**config.mk**
```make
export PLATFORM = sky130hd
export DESIGN_NAME = f1_light_seq
export DESIGN_NICKNAME = d
export VERILOG_FILES = /design/src/rtl/f1_pkg.sv /design/src/rtl/f1_lfsr.sv /design/src/rtl/f1_light_seq.sv
export SDC_FILE = /design/constraint.sdc
export NUM_CORES = 1
export LEC_CHECK = 0
export BUFFER_PORTS_ARGS = -buffer_cell sky130_fd_sc_hd__buf_2
export CORE_MARGIN = 8
export CORE_UTILIZATION = 29
export CTS_CLUSTER_DIAMETER = 120
export CTS_CLUSTER_SIZE = 12
export DETAILED_ROUTE_END_ITERATION = 6
export GPL_ROUTABILITY_DRIVEN = 0
export PLACE_DENSITY = 0.44
export SETUP_SLACK_MARGIN = 0.02
export SYNTH_ARGS = -nofsm -noshare
export SYNTH_HDL_FRONTEND = slang
export SYNTH_HIERARCHICAL = 1
export SYNTH_SLANG_ARGS = --single-unit
```
**constraint.sdc**
```tcl
create_clock -name clk -period 2.3 [get_ports clk]
set_clock_uncertainty 0.05 [all_clocks]
set_input_delay 0.115 -clock clk [delete_from_list [all_inputs] [get_ports clk]]
set_output_delay 0.115 -clock clk [all_outputs]
set_load 0.01 [all_outputs]
```
**src/rtl/f1_pkg.sv**
```systemverilog
// Shared types for the F1 start-light sequencer: FSM state encoding and
// the per-width LFSR tap table.
package f1_pkg;

  typedef enum logic [2:0] {
    IDLE,
    COUNT_UP,
    HOLD,
    TIMING,
    DONE,
    FAULT
  } f1_state_t;

  // Fibonacci tap masks for maximal-length sequences; bit n-1 set for term x^n.
  function automatic logic [7:0] lfsr_taps(input int unsigned width);
    logic [7:0] taps;
    case (width)
      4:       taps = 8'h0C; // x^4+x^3+1
      5:       taps = 8'h14; // x^5+x^3+1
      6:       taps = 8'h30; // x^6+x^5+1
      7:       taps = 8'h60; // x^7+x^6+1
      8:       taps = 8'hB8; // x^8+x^6+x^5+x^4+1
      default: taps = 8'h60;
    endcase
    return taps;
  endfunction

endpackage

```
**src/rtl/f1_lfsr.sv**
```systemverilog
// Free-running Fibonacci LFSR supplying the random hold delay.
// Shifts towards the MSB with the XOR of the tapped bits entering bit 0.
module f1_lfsr
  import f1_pkg::*;
#(
  parameter int unsigned          WIDTH = 7,
  parameter logic [WIDTH-1:0]     SEED  = WIDTH'(1)
) (
  input  logic             clk,
  input  logic             rst,
  output logic [WIDTH-1:0] out
);

  localparam logic [7:0]       TAPS_ALL = lfsr_taps(WIDTH);
  localparam logic [WIDTH-1:0] TAPS     = TAPS_ALL[WIDTH-1:0];

  always_ff @(posedge clk or posedge rst) begin
    if (rst) begin
      out <= SEED;
    end else begin
      out <= {out[WIDTH-2:0], ^(out & TAPS)};
    end
  end

endmodule

```
**src/rtl/f1_light_seq.sv**
```systemverilog
// F1 start-light sequencer and reaction timer: fills the light bar one light
// per tick, holds for a random number of ticks, then times the driver's react.
module f1_light_seq
  import f1_pkg::*;
#(
  parameter int unsigned NUM_LIGHTS = 8,
  parameter int unsigned DELAY_W    = 7,
  parameter int unsigned CNT_W      = 16,
  parameter int unsigned LFSR_SEED  = 1
) (
  input  logic                  clk,
  input  logic                  rst,
  input  logic                  tick,
  input  logic                  trigger,
  input  logic                  react,
  output logic [NUM_LIGHTS-1:0] lights,
  output logic [CNT_W-1:0]      react_time,
  output logic                  time_valid,
  output logic                  jump_start,
  output logic                  busy
);

  f1_state_t          state;
  logic [DELAY_W-1:0] hold;
  logic [CNT_W-1:0]   cnt;
  logic [DELAY_W-1:0] lfsr_q;

  f1_lfsr #(
    .WIDTH (DELAY_W),
    .SEED  (DELAY_W'(LFSR_SEED))
  ) u_lfsr (
    .clk (clk),
    .rst (rst),
    .out (lfsr_q)
  );

  always_ff @(posedge clk or posedge rst) begin
    if (rst) begin
      state      <= IDLE;
      lights     <= '0;
      react_time <= '0;
      time_valid <= 1'b0;
      jump_start <= 1'b0;
      busy       <= 1'b0;
      hold       <= '0;
      cnt        <= '0;
    end else begin
      case (state)
        IDLE, DONE, FAULT: begin
          if (trigger) begin
            state      <= COUNT_UP;
            busy       <= 1'b1;
            lights     <= '0;
            time_valid <= 1'b0;
            jump_start <= 1'b0;
            cnt        <= '0;
          end
        end

        COUNT_UP: begin
          // react outranks tick so a press on a tick edge is still a jump start
          if (react) begin
            state      <= FAULT;
            busy       <= 1'b0;
            lights     <= '1;
            jump_start <= 1'b1;
          end else if (tick) begin
            if (&lights) begin
              state <= HOLD;
              hold  <= lfsr_q;
            end else begin
              lights <= {lights[NUM_LIGHTS-2:0], 1'b1};
            end
          end
        end

        HOLD: begin
          if (react) begin
            state      <= FAULT;
            busy       <= 1'b0;
            lights     <= '1;
            jump_start <= 1'b1;
          end else if (tick) begin
            if (hold == DELAY_W'(1)) begin
              state  <= TIMING;
              lights <= '0;
            end else begin
              hold <= hold - DELAY_W'(1);
            end
          end
        end

        TIMING: begin
          if (react) begin
            state      <= DONE;
            busy       <= 1'b0;
            react_time <= cnt;
            time_valid <= 1'b1;
          end else if (cnt != '1) begin
            cnt <= cnt + CNT_W'(1);
          end
        end

        default: begin
          state <= IDLE;
          busy  <= 1'b0;
        end
      endcase
    end
  end

endmodule

```
Word-level counts from Yosys, hierarchy flattened
Cells that the tools add are included.
{"block": "classes", "n_addsub": 2, "eq_ne": 24, "n_reduce_logical": 18, "mux": 35}
{"operator": "8-bit 2-to-1 mux", "n": 7}
{"operator": "16-bit 2-to-1 mux", "n": 3}
{"operator": "7-bit 2-to-1 mux", "n": 6}
{"operator": "16-bit case mux with 2 select lines", "n": 1}
{"operator": "3-bit 2-to-1 mux", "n": 8}
{"operator": "8-bit case mux with 3 select lines", "n": 1}
{"operator": "2-bit != test, second input constant", "n": 10}
{"operator": "16-bit by 1-bit adder with 16-bit output, second input constant", "n": 1}
{"operator": "16-bit != test, second input constant", "n": 1}
{"operator": "3-bit != test, second input constant", "n": 5}
{"operator": "7-bit case mux with 2 select lines", "n": 1}
{"operator": "3-bit case mux with 4 select lines", "n": 1}
{"operator": "6-bit AND reduction", "n": 2}
{"operator": "8-bit AND reduction", "n": 1}
{"operator": "7-bit by 1-bit equality test with 1-bit output, second input constant", "n": 1}
{"operator": "7-bit AND reduction", "n": 1}
{"operator": "7-bit parity", "n": 1}
{"operator": "7-bit by 1-bit subtractor with 7-bit output, second input constant", "n": 1}
{"operator": "3-bit by 2-bit equality test with 1-bit output, second input constant", "n": 2}
{"operator": "3-bit equality test, second input constant", "n": 2}
{"operator": "1-bit case mux with 2 select lines", "n": 3}
{"operator": "3-bit AND reduction", "n": 2}
{"operator": "2-bit nonzero test", "n": 3}
{"operator": "3-bit OR reduction", "n": 2}
{"operator": "other kinds (8)", "n": 13}
{"block": "word_totals", "output_inout_bits": 27, "regBits": 60, "input_bits": 5, "elab_cells": 88}

Logic depth before layout (Yosys ltp)
{"block": "depth", "word_depth": 5, "mapped_depth": 8, "mapped_depth_nobuf": 7}

Cells and area by module
Netlist, hierarchy kept.
{"mod": "f1_light_seq", "seq_area_each_um2": 1326.3, "instances": 1, "area_per_inst_um2": 2716.4, "cells_per_inst": 274}
{"mod": "f1_lfsr", "seq_area_each_um2": 176.4, "instances": 1, "area_per_inst_um2": 188.9, "cells_per_inst": 9}

Least setup slack after synthesis
No wires, ideal clock.
{"block": "synth_timing", "path_type": "register -> register", "start": "register hold[1]", "end": "register lights[0]", "required_time_ps": 2125, "path_slack_ps": 88, "setup_time_ps": 125, "synth_period_minus_slack_ps": 2212, "path_buffers": 0, "arrival_ps": 2037, "path_stages_with_launch": 8, "path_cell_list": "dfrtp_1 > inv_1 > ha_1 > nor3b_1 > a211oi_1 > a31o_1 > a2111oi_4 > mux2_2"}
{"block": "synth_between", "elab_chain_cells": 3}
{"element": "start, declared", "line": "f1_light_seq.sv:24", "text": "logic [DELAY_W-1:0] hold;"}
{"element": "start signal, assigned", "line": "f1_light_seq.sv:70", "text": "hold <= lfsr_q;"}
{"element": "start signal, assigned", "line": "f1_light_seq.sv:88", "text": "hold <= hold - DELAY_W'(1);"}
{"element": "7-bit by 1-bit equality test with 1-bit output", "line": "f1_light_seq.sv:84", "text": "if (hold == DELAY_W'(1)) begin"}
{"element": "3-bit != test (no line)"}
{"element": "6-bit AND reduction (no line)"}
{"element": "end signal, assigned", "line": "f1_light_seq.sv:72", "text": "lights <= {lights[NUM_LIGHTS-2:0], 1'b1};"}
{"element": "end, declared", "line": "f1_light_seq.sv:16", "text": "output logic [NUM_LIGHTS-1:0] lights,"}
No other way between the ends.
A chain may end at the register's enable or synchronous reset.

Final worst setup path
{"block": "layout_timing", "start": "register state[0]", "end": "register lights[3]"}
{"block": "layout_between", "elab_chain_cells": 4, "word_cells_on_any_way": 14, "cone_classes": "9 x eq/ne; 1 x mux; 4 x reduce/logical"}
{"element": "start, declared", "line": "f1_light_seq.sv:23", "text": "f1_state_t state;"}
{"element": "start signal, assigned", "line": "f1_light_seq.sv:39", "text": "state <= IDLE;"}
{"element": "start signal, assigned", "line": "f1_light_seq.sv:51", "text": "state <= COUNT_UP;"}
{"element": "start signal, assigned", "line": "f1_light_seq.sv:63", "text": "state <= FAULT;"}
{"element": "3-bit equality test or 3-bit logical NOT (tied branches)", "line": "f1_light_seq.sv:48", "text": "case (state)"}
{"element": "3-bit OR reduction", "line": "f1_light_seq.sv:48"}
{"element": "2-bit != test (no line) or 3-bit nonzero test (tied branches)"}
{"element": "6-bit AND reduction (no line)"}
Parallel ways exist; a longest one is shown, timed or not.

==> results.json <==
{
  "status": "finished clean",
  "grt_max_degree": 54,
  "synth_mux_area_frac": 0.09302,
  "rsz0062_at_grt": "false",
  "crit_type": "reg -> reg",
  "root_buffer": "clkbuf_8",
  "relSlewSlack": 0.5381,
  "start_util": 0.2986,
  "h-tree-depth": 3,
  "syn-mean-instance-area_sq_um": 10.27,
  "grt-busiest-layer": "met2",
  "crit_chain": "or3b_1 -> a211oi_1 -> a31o_1 -> a2111oi_4 -> buf_6 -> mux2_2",
  "antenna_found_initial": 0,
  "yosysMostFrequentCell": "dfrtp_1",
  "synth_top_cell_by_area": "dfrtp_1",
  "worst_ep_arrival_time_ns": 2.31,
  "synth-adder-area-share": 0.01292,
  "reg2reg_from": "state[0]$_DFFE_PP0P_",
  "cts_tree": "done",
  "worst_hold_slack_ns": 0.06257,
  "area_delta_synth_final_pct": 23.30,
  "dr.pass1.iters": 4,
  "die_height_microns": 116.1,
  "drt_iter0_markers": 78,
  "cts_buffer_depth": 2,
  "final_net_count": 343,
  "maxCapViolCount": 0,
  "dp_hpwl_microns": 4800,
  "cts_sinks": 60,
  "synth_edf_count": 0,
  "viasPerCell": 4.875,
  "ant_nets": 0,
  "cpPeakStageDelay_ns": 0.50,
  "worst-endpoint-required_ns": 2.47,
  "cts_setup_buffers": 0,
  "p_per_area_mw_per_mm2": 731.0,
  "dieArea_sq_mm": 0.01348,
  "ys_top_cells_by_count": "59 x dfrtp_1, 38 x o21ai_0, 24 x mux2_2",
  "grt.total_usage": 0.1096,
  "use_met1": 0.1484,
  "clk_latency_ns": 0.34,
  "synth-main-ff-cell": "dfrtp_1",
  "grt_pass1_vias": 2286,
  "grtUsageMet3": 0.02585,
  "die_x_microns": 116.1,
  "fin_area_sq_mm": 0.003582,
  "hold_path.class": "in -> reg",
  "post_dp_cell_area_sq_mm": 0.003332,
  "finalSetupTns_ns": 0,
  "drc": 0,
  "worstPathMaxFanout": 10,
  "rows": 36,
  "worst_slew_pin_slew_ns": 0.6929,
  "syn_inst": 283,
  "synth_cell_types": 44,
  "drive_gt1_frac": 0.3176,
  "crit_start": "state[0]$_DFFE_PP0P_",
  "synth_xor_area_frac": 0.006029,
  "cts_made_buffers": 9,
  "fp.coreArea_sq_mm": 0.009729,
  "overflow": 0,
  "end_kind": "flop",
  "post_drt_wl_per_cell_microns": 14.40,
  "synthesis.nets": 291,
  "fin_crit_ns": 2.145,
  "yosysSeqAreaShare": 0.5172,
  "setup_violations": 0,
  "grt_use_met2": 0.1607,
  "vias": 2306,
  "synth_top_family_by_area": "compound AO/OA/AOI/OAI gates",
  "path_clk_slew_ns": 0.07,
  "ys_ff_latch": 60,
  "io_pins": 32,
  "crit_slowest_cell": "dfrtp_1",
  "drv_slew": 0,
  "worst_slack_ns": 0.1550,
  "grt_pass1_wl_microns": 11620,
  "io_buffers": 31,
  "period_share": 0.9326,
  "worstHoldStart": "trigger",
  "dp_slack_ns": 0.03009,
  "synthArstFlopShare": 1.000,
  "p_leak_uw": 0.001673,
  "synthSimpleGateAreaFrac": 0.1542,
  "cp-start-kind": "flop",
  "synth_top_area_frac": 0.5082,
  "antennaDiodeCount": 0,
  "synth-compound-area-share": 0.1779,
  "ys_warn_count": 6,
  "clock.fmax_ghz": 0.4662,
  "peakVddDrop_v": 0.0002643,
  "synthTopCellsByArea": "dfrtp_1 51%, mux2_2 9.3%, o21ai_0 6.5%",
  "p_total_uw": 2619,
  "synth_area_sq_mm": 0.002905,
  "drt_wl_total_microns": 6809,
  "hold_viol_final": 0
}
==> what timing repair did <==
action                                  4_1_cts  5_1_grt
hold buffers                                  2        0
hold endpoints to repair                     61        0
resized for setup                             0        6
endpoints found under the setup margin        0       18
==> metrics by stage <==
step           instances  utilization
3_3_place_gp         455       0.3425
5_1_grt              473       0.3682
6_report             473       0.3682
4_1_cts              473       0.3654
3_5_place_dp         455       0.3425
2_1_floorplan        283            -
==> cell type report <==
class	instances	area (sq um)
Timing Repair Buffer	58	366.6
Multi-Input combinational cell	198	1313
Sequential cell	60	1504
Tap cell	133	166.4
Fill cell	1024	6147
Inverter	8	30.03
Clock buffer	12	155.1
Clock inverter	4	47.55
==> critical path: cells and delay by family, from the launching register on <==
family	cells	cell delay, ns
buf+inv	1	0.19
compound gates	3	0.67
simple gates	1	0.29
flops	1	0.50
mux	1	0.33
==> power by group <==
group	internal (uW)	switching [uW]	leakage, uW	total [uW]
clock	557	423	0.000102	980
sequential	1140	84.6	0.000804	1220
combinational	205	212	0.000766	417
total	1900	720	0.00167	2620
==> flip-flops by register name (all words and copies together) (netlist names) <==
register / count
time_valid: 1
hold: 7
cnt: 16
u_lfsr/out: 7
react_time: 16
busy: 1
state: 3
jump_start: 1
lights: 8
==> worst paths after layout <==
check,endpoint,slack [ns],depth (start not counted)
max in group asynchronous,hold[0]$_DFFE_PP0P_,1.22,4
worst min register to register,u_lfsr/out[5]$_DFF_PP0_,0.33,0
min in group asynchronous,u_lfsr/out[6]$_DFF_PP0_,0.23,3
worst max register to register,lights[3]$_DFFE_PP0P_,0.15,6
worst max-delay path,lights[3]$_DFFE_PP0P_,0.15,6
worst min-delay path,busy$_DFFE_PP0P_,0.06,3
==> routing by layer <==
metal / vias to the layer above / share of wire
met5: - / 0
met4: 0 / 0.017
met3: 7 / 0.032
met2: 30 / 0.44
met1: 1131 / 0.51
li1: 1138 / -
==> cells in the final DEF, fill, tap and decap left out, drive strengths merged, types with 2 or more instances in the layout <==
master        n
dfrtp        59
nor3          7
and4          2
a21boi        2
o41ai         2
mux2         24
ha            3
and3          5
nand3        11
a21oi        12
o21ai        38
o22a          2
a211o         2
xor2          2
nor4          3
nor2         22
nor2b         2
buf          56
nor3b         2
a31oi         7
inv           8
o21a          8
nand4         8
clkbuf       12
and2          2
clkinv        2
dlygate4sd3   2
nand2        18
or3b          2
o31ai         3
==> kinds of logic after synthesis <==
logic type / after synthesis
multiplexers: 24
adder cells (fa/ha/maj): 3
AND/OR/NAND/NOR: 87
AO/OA/AOI/OAI: 82
XOR/XNOR: 2
flip-flops: 60
buffers and inverters: 25
(Power assumes the default switching activity.)
